$ cat src/rtl/sm_cmult_seq.sv
// sm_cmult_seq: sequential complex multiplier b * w for the FFT butterfly.
// The operands are held as sign plus magnitude. The four magnitude products are
// built by N-cycle shift-add. Signs are then reapplied, and the result is rounded
// half up and saturated back to N bits. Only one operation is in flight at a time.
module sm_cmult_seq #(
    parameter int unsigned N    = 8,
    parameter int unsigned FRAC = N - 1
) (
    input  logic         Clock,
    input  logic         nReset,
    input  logic         in_valid,
    output logic         in_ready,
    input  logic [N-1:0] Reb,
    input  logic [N-1:0] Imb,
    input  logic [N-1:0] Rew,
    input  logic [N-1:0] Imw,
    output logic         out_valid,
    input  logic         out_ready,
    output logic [N-1:0] ReOut,
    output logic [N-1:0] ImOut,
    output logic         Sat
);

    localparam int unsigned PW  = 2 * N;
    localparam int unsigned SW  = 2 * N + 1;
    localparam int unsigned VW  = 2 * N + 2;
    localparam int unsigned CW  = $clog2(N);
    localparam int unsigned RSH = (FRAC == 0) ? 0 : FRAC - 1;

    localparam logic signed [VW-1:0] RND  = (FRAC == 0) ? VW'(0) : (VW'(1) << RSH);
    localparam logic signed [VW-1:0] MAXV = (VW'(1) << (N - 1)) - VW'(1);
    localparam logic signed [VW-1:0] MINV = -(VW'(1) << (N - 1));

    typedef enum logic [1:0] {
        IDLE = 2'd0,
        MUL  = 2'd1,
        COMB = 2'd2,
        DONE = 2'd3
    } state_t;

    state_t state;
    state_t state_next;

    logic          sgn_a, sgn_b, sgn_c, sgn_d;
    logic [N-1:0]  mag_a, mag_b, mag_c, mag_d;
    logic [PW-1:0] acc_ac, acc_bd, acc_ad, acc_bc;
    logic [CW-1:0] cnt;

    logic signed [SW-1:0] p_ac, p_bd, p_ad, p_bc;
    logic signed [VW-1:0] re_v, im_v;
    logic [N:0]           re_rs, im_rs;

    // Unsigned magnitude of a two's complement value (-2^(N-1) maps to 2^(N-1)).
    function automatic logic [N-1:0] mag_of(input logic [N-1:0] x);
        return x[N-1] ? (~x + N'(1)) : x;
    endfunction

    // One shift-add step, driven by multiplier bit number sh.
    function automatic logic [PW-1:0] shift_add(input logic [PW-1:0] acc,
                                                input logic [N-1:0]  mcand,
                                                input logic          mbit,
                                                input logic [CW-1:0] sh);
        return mbit ? (acc + (PW'(mcand) << sh)) : acc;
    endfunction

    // Reapply the product sign to an unsigned magnitude product.
    function automatic logic signed [SW-1:0] signed_prod(input logic          neg,
                                                         input logic [PW-1:0] p);
        logic signed [SW-1:0] v;
        v = signed'({1'b0, p});
        return neg ? -v : v;
    endfunction

    // Round half up, then clamp. The MSB of the return value flags saturation.
    function automatic logic [N:0] round_sat(input logic signed [VW-1:0] v);
        logic signed [VW-1:0] r;
        r = (v + RND) >>> FRAC;
        if (r > MAXV) begin
            return {1'b1, MAXV[N-1:0]};
        end else if (r < MINV) begin
            return {1'b1, MINV[N-1:0]};
        end
        return {1'b0, r[N-1:0]};
    endfunction

    // State register.
    always_ff @(posedge Clock or negedge nReset) begin
        if (!nReset) begin
            state <= IDLE;
        end else begin
            state <= state_next;
        end
    end

    // Next-state logic.
    always_comb begin
        state_next = state;
        case (state)
            IDLE:    if (in_valid) state_next = MUL;
            MUL:     if (cnt == CW'(N - 1)) state_next = COMB;
            COMB:    state_next = DONE;
            DONE:    if (out_ready) state_next = IDLE;
            default: state_next = IDLE;
        endcase
    end

    // Handshake flags are registered copies of the state decode they stand for.
    always_ff @(posedge Clock or negedge nReset) begin
        if (!nReset) begin
            in_ready  <= 1'b1;
            out_valid <= 1'b0;
        end else begin
            in_ready  <= (state_next == IDLE);
            out_valid <= (state_next == DONE);
        end
    end

    // Operand capture and the four shift-add multipliers.
    always_ff @(posedge Clock or negedge nReset) begin
        if (!nReset) begin
            sgn_a  <= 1'b0;
            sgn_b  <= 1'b0;
            sgn_c  <= 1'b0;
            sgn_d  <= 1'b0;
            mag_a  <= '0;
            mag_b  <= '0;
            mag_c  <= '0;
            mag_d  <= '0;
            acc_ac <= '0;
            acc_bd <= '0;
            acc_ad <= '0;
            acc_bc <= '0;
            cnt    <= '0;
        end else begin
            case (state)
                IDLE: begin
                    if (in_valid) begin
                        sgn_a  <= Reb[N-1];
                        sgn_b  <= Imb[N-1];
                        sgn_c  <= Rew[N-1];
                        sgn_d  <= Imw[N-1];
                        mag_a  <= mag_of(Reb);
                        mag_b  <= mag_of(Imb);
                        mag_c  <= mag_of(Rew);
                        mag_d  <= mag_of(Imw);
                        acc_ac <= '0;
                        acc_bd <= '0;
                        acc_ad <= '0;
                        acc_bc <= '0;
                        cnt    <= '0;
                    end
                end
                MUL: begin
                    acc_ac <= shift_add(acc_ac, mag_a, mag_c[cnt], cnt);
                    acc_bd <= shift_add(acc_bd, mag_b, mag_d[cnt], cnt);
                    acc_ad <= shift_add(acc_ad, mag_a, mag_d[cnt], cnt);
                    acc_bc <= shift_add(acc_bc, mag_b, mag_c[cnt], cnt);
                    cnt    <= cnt + CW'(1);
                end
                default: ;
            endcase
        end
    end

    // Signed recombination, rounding and saturation of the finished products.
    always_comb begin
        p_ac  = signed_prod(sgn_a ^ sgn_c, acc_ac);
        p_bd  = signed_prod(sgn_b ^ sgn_d, acc_bd);
        p_ad  = signed_prod(sgn_a ^ sgn_d, acc_ad);
        p_bc  = signed_prod(sgn_b ^ sgn_c, acc_bc);
        re_v  = VW'(p_ac) - VW'(p_bd);
        im_v  = VW'(p_ad) + VW'(p_bc);
        re_rs = round_sat(re_v);
        im_rs = round_sat(im_v);
    end

    // Result registers: loaded in COMB, held otherwise.
    always_ff @(posedge Clock or negedge nReset) begin
        if (!nReset) begin
            ReOut <= '0;
            ImOut <= '0;
            Sat   <= 1'b0;
        end else if (state == COMB) begin
            ReOut <= re_rs[N-1:0];
            ImOut <= im_rs[N-1:0];
            Sat   <= re_rs[N] | im_rs[N];
        end
    end

endmodule

$ cat config.mk
export PLATFORM = sky130hd
export DESIGN_NAME = sm_cmult_seq
export DESIGN_NICKNAME = d
export VERILOG_FILES = /design/src/rtl/sm_cmult_seq.sv
export SDC_FILE = /design/constraint.sdc
export NUM_CORES = 1
export LEC_CHECK = 0
export CORE_ASPECT_RATIO = 1.2
export CORE_MARGIN = 3
export CORE_UTILIZATION = 54
export CTS_BUF_LIST = sky130_fd_sc_hd__clkbuf_4 sky130_fd_sc_hd__clkbuf_8
export CTS_CLUSTER_SIZE = 20
export DETAILED_ROUTE_END_ITERATION = 12
export HOLD_SLACK_MARGIN = 0.15
export PLACE_DENSITY = 0.78
export SLEW_MARGIN = 0
export SYNTH_ARGS = -nofsm -noshare
export SYNTH_HDL_FRONTEND = slang
export SYNTH_SLANG_ARGS = --single-unit
export TNS_END_PERCENT = 50
$ cat constraint.sdc
create_clock -name Clock -period 4.9 [get_ports Clock]
set_input_delay 0.49 -clock Clock [delete_from_list [all_inputs] [get_ports Clock]]
set_output_delay 0.49 -clock Clock [all_outputs]
set_load 0.01 [all_outputs]
==> impl_metrics.py, run 1 <==
metrics = {
    "outcome": {
        "status": "complete, no violations",
    },
    "placed_design": {
        "place_ws_ns": 0.463,
        "port_buffers": 54,
        "gp_congestion": 0.967,
        "dp_hpwl_um": 21500,
    },
    "cells_and_area": {
        "drive_gt1_share_pct": 6.29,
        "fin_nets": 1558,
        "area_growth_pct": 11.5,
        "antenna_cells": 0,
        "final_cell_mix": "174 x nand2_1, 132 x ha_1, 123 x dfrtp_1",
        "layout_commonest_cell": "nand2_1",
    },
    "global_route": {
        "first_global_vias": 9456,
        "grt_max_degree": 55,
        "grt_pass1_wl_um": 44800,
        "overflow": 0,
        "grt_usage_pct": 25.0,
        "antenna_found_initial": 0,
    },
    "routing": {
        "post-route-drc-count": 0,
        "vias": 9791,
        "first_pass_iters": 6,
        "antenna_left": 0,
        "viasPerCell": 5.88,
        "wl_per_cell_um": 16.3,
        "drtIter0Drc": 554,
        "wl_um": 27100,
    },
    "sta": {
        "max_slew_margin_pct": 29.1,
        "tightest_slew_ns": 1.06,
        "min_period_over_period_pct": 92.0,
        "clock_skew_ns": 0.0161,
        "finalHoldViolCount": 0,
        "fin_crit_ns": 4.51,
        "whs_ns": 0.479,
        "tns_ns": 0,
        "worst_slack_ns": 0.394,
        "slew_viol_final": 0,
        "max_freq_ghz": 0.222,
        "setup_viol": 0,
        "rsz0062_at_grt": "no",
    },
    "critical_path": {
        "cp.required_ns": 5.29,
        "crit_arrival_ns": 4.90,
        "slowest_stage": "or4_1",
        "slowest_delay_ns": 0.53,
        "startpoint_type": "register",
        "r2r_setup_slack_ns": 0.39,
        "cp-end-kind": "register",
        "path_cells": "inv_1, ha_1, nand2_1, or4_1, o21ai_0, xor2_1, ha_1, ha_1, a21o_1, a21o_1, a21o_1, a221oi_1, o211ai_1, and2_1, a221oi_2, a21oi_1, o21ai_1",
        "worstPathMaxFanout": 7,
        "crit_type": "register to register",
    },
    "synthesis": {
        "synth-async-reset-ratio_pct": 100,
        "syn_nets": 1507,
        "ys_seq_area_share_pct": 27.8,
        "yosysUniqueCellTypes": 72,
        "postSynthAreaPerCell_um2": 8.37,
        "syn_area_um2": 11200,
        "synthCells": 1335,
        "ys_warn_count": 0,
        "synthFlopType": "dfrtp_1",
        "synth_seq_cells": 124,
        "synth_edf_count": 0,
    },
    "die": {
        "fp.dieArea_um2": 22500,
        "core_area_um2": 20300,
        "fp.dieW_um": 137,
        "die_h_um": 164,
        "initial_core_util_pct": 55.0,
        "io-pin-count": 55,
        "rows": 57,
    },
    "cts": {
        "post_cts_buffers": 0,
        "clk_path_buf_depth": 2,
        "clkLatencyLatePin_ns": 0.47,
        "cts_tree": "built",
        "numCtsBuffers": 17,
        "cts.htree.levels": 4,
        "ctsRootBufferMaster": "clkbuf_8",
        "clock_sinks": 124,
        "path_clk_slew_ns": 0.08,
    },
    "job": {
        "cap_violations": 0,
    },
    "worst_hold_path": {
        "hold_class": "register to register",
    },
}
[critical path: cells and delay by family, from the launching register on]
kind                       cells  cell delay [ns]
buffers and inverters          1             0.13
AOI/OAI and AO/OA              9             2.00
xor gates and xnor gates       1             0.17
DFF                            1             0.44
adders and majority gates      3             0.83
and+or+nand+nor                3             0.85
[area by class of cell]
cell class / count / area, um2
clock buffers: 18 / 248
clock inverters: 14 / 135
fillers: 1815 / 7870
inverters: 49 / 184
multi-input cells: 1114 / 7720
flip-flops and latches: 124 / 3100
well taps: 265 / 332
repair buffers: 80 / 736
[metal layers]
layer,vias to the layer above,track usage [%],share of wire [%]
li1,4906,-,-
met1,4547,29.9,42
met2,260,42.2,48
met3,78,4.74,5.2
met4,0,13.1,5.4
met5,-,0,0
[registers in the layout, indices dropped and copies added (netlist names)]
| name | flops |
|---|---|
| ImOut | 8 |
| ReOut | 8 |
| Sat | 1 |
| acc_ac | 16 |
| acc_ad | 16 |
| acc_bc | 16 |
| acc_bd | 16 |
| cnt | 3 |
| in_ready | 1 |
| mag_a | 8 |
| mag_b | 8 |
| mag_c | 8 |
| mag_d | 8 |
| out_valid | 1 |
| sgn_a | 1 |
| sgn_b | 1 |
| sgn_c | 1 |
| sgn_d | 1 |
| state | 2 |
[synthesized netlist by cell type (9+ instances only)]
| master | n | area, um2 |
|---|---|---|
| o21ai_1 | 9 | 45.0 |
| o21bai_1 | 10 | 75.1 |
| o22ai_1 | 10 | 62.6 |
| nor3_1 | 37 | 185 |
| ha_1 | 132 | 1650 |
| nor4_1 | 9 | 56.3 |
| a21oi_1 | 85 | 425 |
| xnor2_1 | 74 | 648 |
| nor2b_1 | 10 | 62.6 |
| a21o_1 | 29 | 218 |
| inv_1 | 48 | 180 |
| nand2_1 | 174 | 653 |
| mux2i_1 | 22 | 220 |
| clkbuf_1 | 41 | 154 |
| o31ai_1 | 40 | 300 |
| o21ai_0 | 97 | 485 |
| nand3_1 | 35 | 175 |
| a31oi_1 | 11 | 68.8 |
| o21a_1 | 10 | 75.1 |
| xor2_1 | 76 | 666 |
| nor2_1 | 110 | 413 |
| dfrtp_1 | 123 | 3080 |
| or3_1 | 14 | 87.6 |
[final timing paths]
check                                from         end  cells past startpoint
max in group asynchronous          nReset  acc_ac[15]                      3
worst min-delay path             ReOut[7]    ReOut[7]                      2
worst min register to register   ReOut[7]    ReOut[7]                      2
worst max-delay path            acc_bd[1]    ReOut[5]                     17
worst max register to register  acc_bd[1]    ReOut[5]                     17
min in group asynchronous          nReset    ImOut[3]                      2
[repair_timing]
action / in CTS / in global routing
endpoints found under the setup margin: 0 / 6
hold endpoints to repair: 32 / 0
gates resized for setup: 0 / 1
hold buffers: 1 / 0
[cell families (layout without fill, tap and decap cells)]
logic type,after synthesis,after routing,share of synthesized area [%]
fa+ha+maj,136,136,15.5
flops,124,124,27.8
compound gates,360,360,20.8
buf+inv,97,161,3.27
xor+xnor,150,150,11.8
mux,32,32,3.38
simple gates,436,436,17.5
[through the flow]
step / std cells / cell area [um2] / utilization (%)
after CTS: 1664 / 12500 / 61.3
after detailed placement: 1631 / 12100 / 59.3
after global placement: 1631 / 12100 / 59.3
final: 1664 / 12500 / 61.3
after floorplan: 1335 / 11200 / -
after global routing: 1664 / 12500 / 61.3
Power of run 1 is not shown: default switching activity piles up to over one toggle a cycle in this logic, so the estimate is an artifact.
==> inputs of run 2 (changes only) <==
CORE_MARGIN = default   (was 3)
==> impl_metrics.py, run 2 (synthesized netlist as in run 1, its figures left out) <==
metrics = {
    "outcome": {
        "status": "complete, no violations",
    },
    "critical_path": {
        "startpoint_type": "register",
        "path_buf_inv": 1,
        "crit_arrival_ns": 4.88,
        "crit_type": "register to register",
        "cp.required_ns": 5.29,
        "cp-end-kind": "register",
        "slowest_stage": "or4_1",
        "path_cells": "inv_1, ha_1, nand2_1, or4_1, o21ai_0, xor2_1, ha_1, ha_1, a21o_1, a21o_1, a21o_1, a221oi_1, o211ai_1, and2_1, a221oi_2, a21oi_1, o21ai_1",
        "r2r_setup_slack_ns": 0.40,
        "critical-path-top-delay-family": "compound AO/OA/AOI/OAI gates",
        "worstPathMaxFanout": 7,
        "slowest_delay_ns": 0.53,
    },
    "cells_and_area": {
        "area_growth_pct": 11.4,
        "fin_nets": 1558,
        "multi_input_area_um2": 7710,
        "final_cell_mix": "174 x nand2_1, 132 x ha_1, 123 x dfrtp_1",
        "drive_gt1_share_pct": 6.22,
        "antenna_cells": 0,
        "layout_commonest_cell": "nand2_1",
        "register_area_um2": 3100,
        "fillCellCount": 1831,
    },
    "sta": {
        "fin_crit_ns": 4.50,
        "finalHoldViolCount": 0,
        "max_freq_ghz": 0.222,
        "tns_ns": 0,
        "clock_skew_ns": 0.0113,
        "rsz0062_at_grt": "no",
        "tightest_slew_ns": 0.991,
        "max_slew_margin_pct": 33.8,
        "min_period_over_period_pct": 91.7,
        "slew_viol_final": 0,
        "setup_viol": 0,
    },
    "cts": {
        "cts_tree": "built",
        "numCtsBuffers": 17,
        "clock_sinks": 124,
        "post_cts_buffers": 0,
        "clk_path_buf_depth": 2,
        "cts.htree.levels": 4,
        "path_clk_slew_ns": 0.09,
        "clkLatencyLatePin_ns": 0.46,
        "ctsRootBufferMaster": "clkbuf_8",
    },
    "routing": {
        "wl_per_cell_um": 16.5,
        "drtIter0Drc": 584,
        "wl_um": 27400,
        "viasPerCell": 5.87,
        "first_pass_iters": 5,
        "antenna_left": 0,
        "post-route-drc-count": 0,
        "vias": 9765,
    },
    "die": {
        "fp.dieW_um": 133,
        "fp.dieArea_um2": 21300,
        "die_h_um": 160,
        "core_area_um2": 20300,
        "initial_core_util_pct": 55.2,
        "rows": 57,
        "io-pin-count": 55,
    },
    "global_route": {
        "overflow": 0,
        "first_global_vias": 9548,
        "antenna_found_initial": 0,
        "grt_usage_pct": 27.0,
        "grt_max_degree": 75,
        "grt_pass1_wl_um": 46000,
    },
    "worst_hold_path": {
        "hold_class": "register to register",
    },
    "job": {
        "cap_violations": 0,
    },
    "placed_design": {
        "port_buffers": 54,
        "gp_congestion": 0.944,
        "dp_hpwl_um": 21400,
    },
}
==> run 2: area by class of cell <==
cell class,instances,share of cell area [%]
tap,265,2.66
timing repair buffer,80,5.91
sequential,124,24.9
inverter,49,1.48
clock inverter,15,1.23
clock buffer,17,1.88
multi-input combinational,1114,61.9
==> run 2: worst paths after layout <==
check / to / startpoint / cells past startpoint
max reg2reg: ReOut[0] / acc_bd[1] / 17
min: mag_d[2] / mag_d[2] / 2
max: ReOut[0] / acc_bd[1] / 17
max in group asynchronous: acc_bd[10] / nReset / 3
min in group asynchronous: ImOut[3] / nReset / 3
min reg2reg: mag_d[2] / mag_d[2] / 2
==> run 2: routing by layer <==
| layer | global-route usage (%) | routed length [um] |
|---|---|---|
| met4 | 13.8 | 1240 |
| met5 | 0 | 0 |
| met3 | 4.23 | 1060 |
| met2 | 46.3 | 13300 |
| met1 | 32.6 | 11800 |
==> run 2: worst register-to-register path, stage by stage, from the launching register on <==
cell and delay [ns]:
dfrtp_1 0.46, inv_1 0.13, ha_1 0.19, nand2_1 0.11, or4_1 0.53, o21ai_0 0.23
xor2_1 0.17, ha_1 0.26, ha_1 0.37, a21o_1 0.23, a21o_1 0.18, a21o_1 0.22
a221oi_1 0.28, o211ai_1 0.13, and2_1 0.22, a221oi_2 0.44, a21oi_1 0.14, o21ai_1 0.14
==> run 2: stage by stage <==
| stage | area, um2 | std cells | hold slack (ns) | util [%] | setup slack, ns |
|---|---|---|---|---|---|
| finish | 12500 | 1664 | 0.483 | 61.5 | 0.404 |
| global route | 12500 | 1664 | 0.517 | 61.5 | 0.0260 |
| CTS | 12500 | 1664 | 0.488 | 61.5 | 0.416 |
| detailed placement | 12100 | 1631 | 0.467 | 59.5 | 0.447 |
| global placement | 12100 | 1631 | 0.458 | 59.5 | 0.586 |
| floorplan | 11200 | 1335 | 0.194 | - | 0.718 |
==> run 2: what timing repair did <==
item / CTS / global route
setup endpoints to repair: 0 / 0
endpoints found under the hold margin: 5 / 0
gates resized for setup: 0 / 0
hold buffers: 1 / 0
Power of run 2 is left out for the same reason.
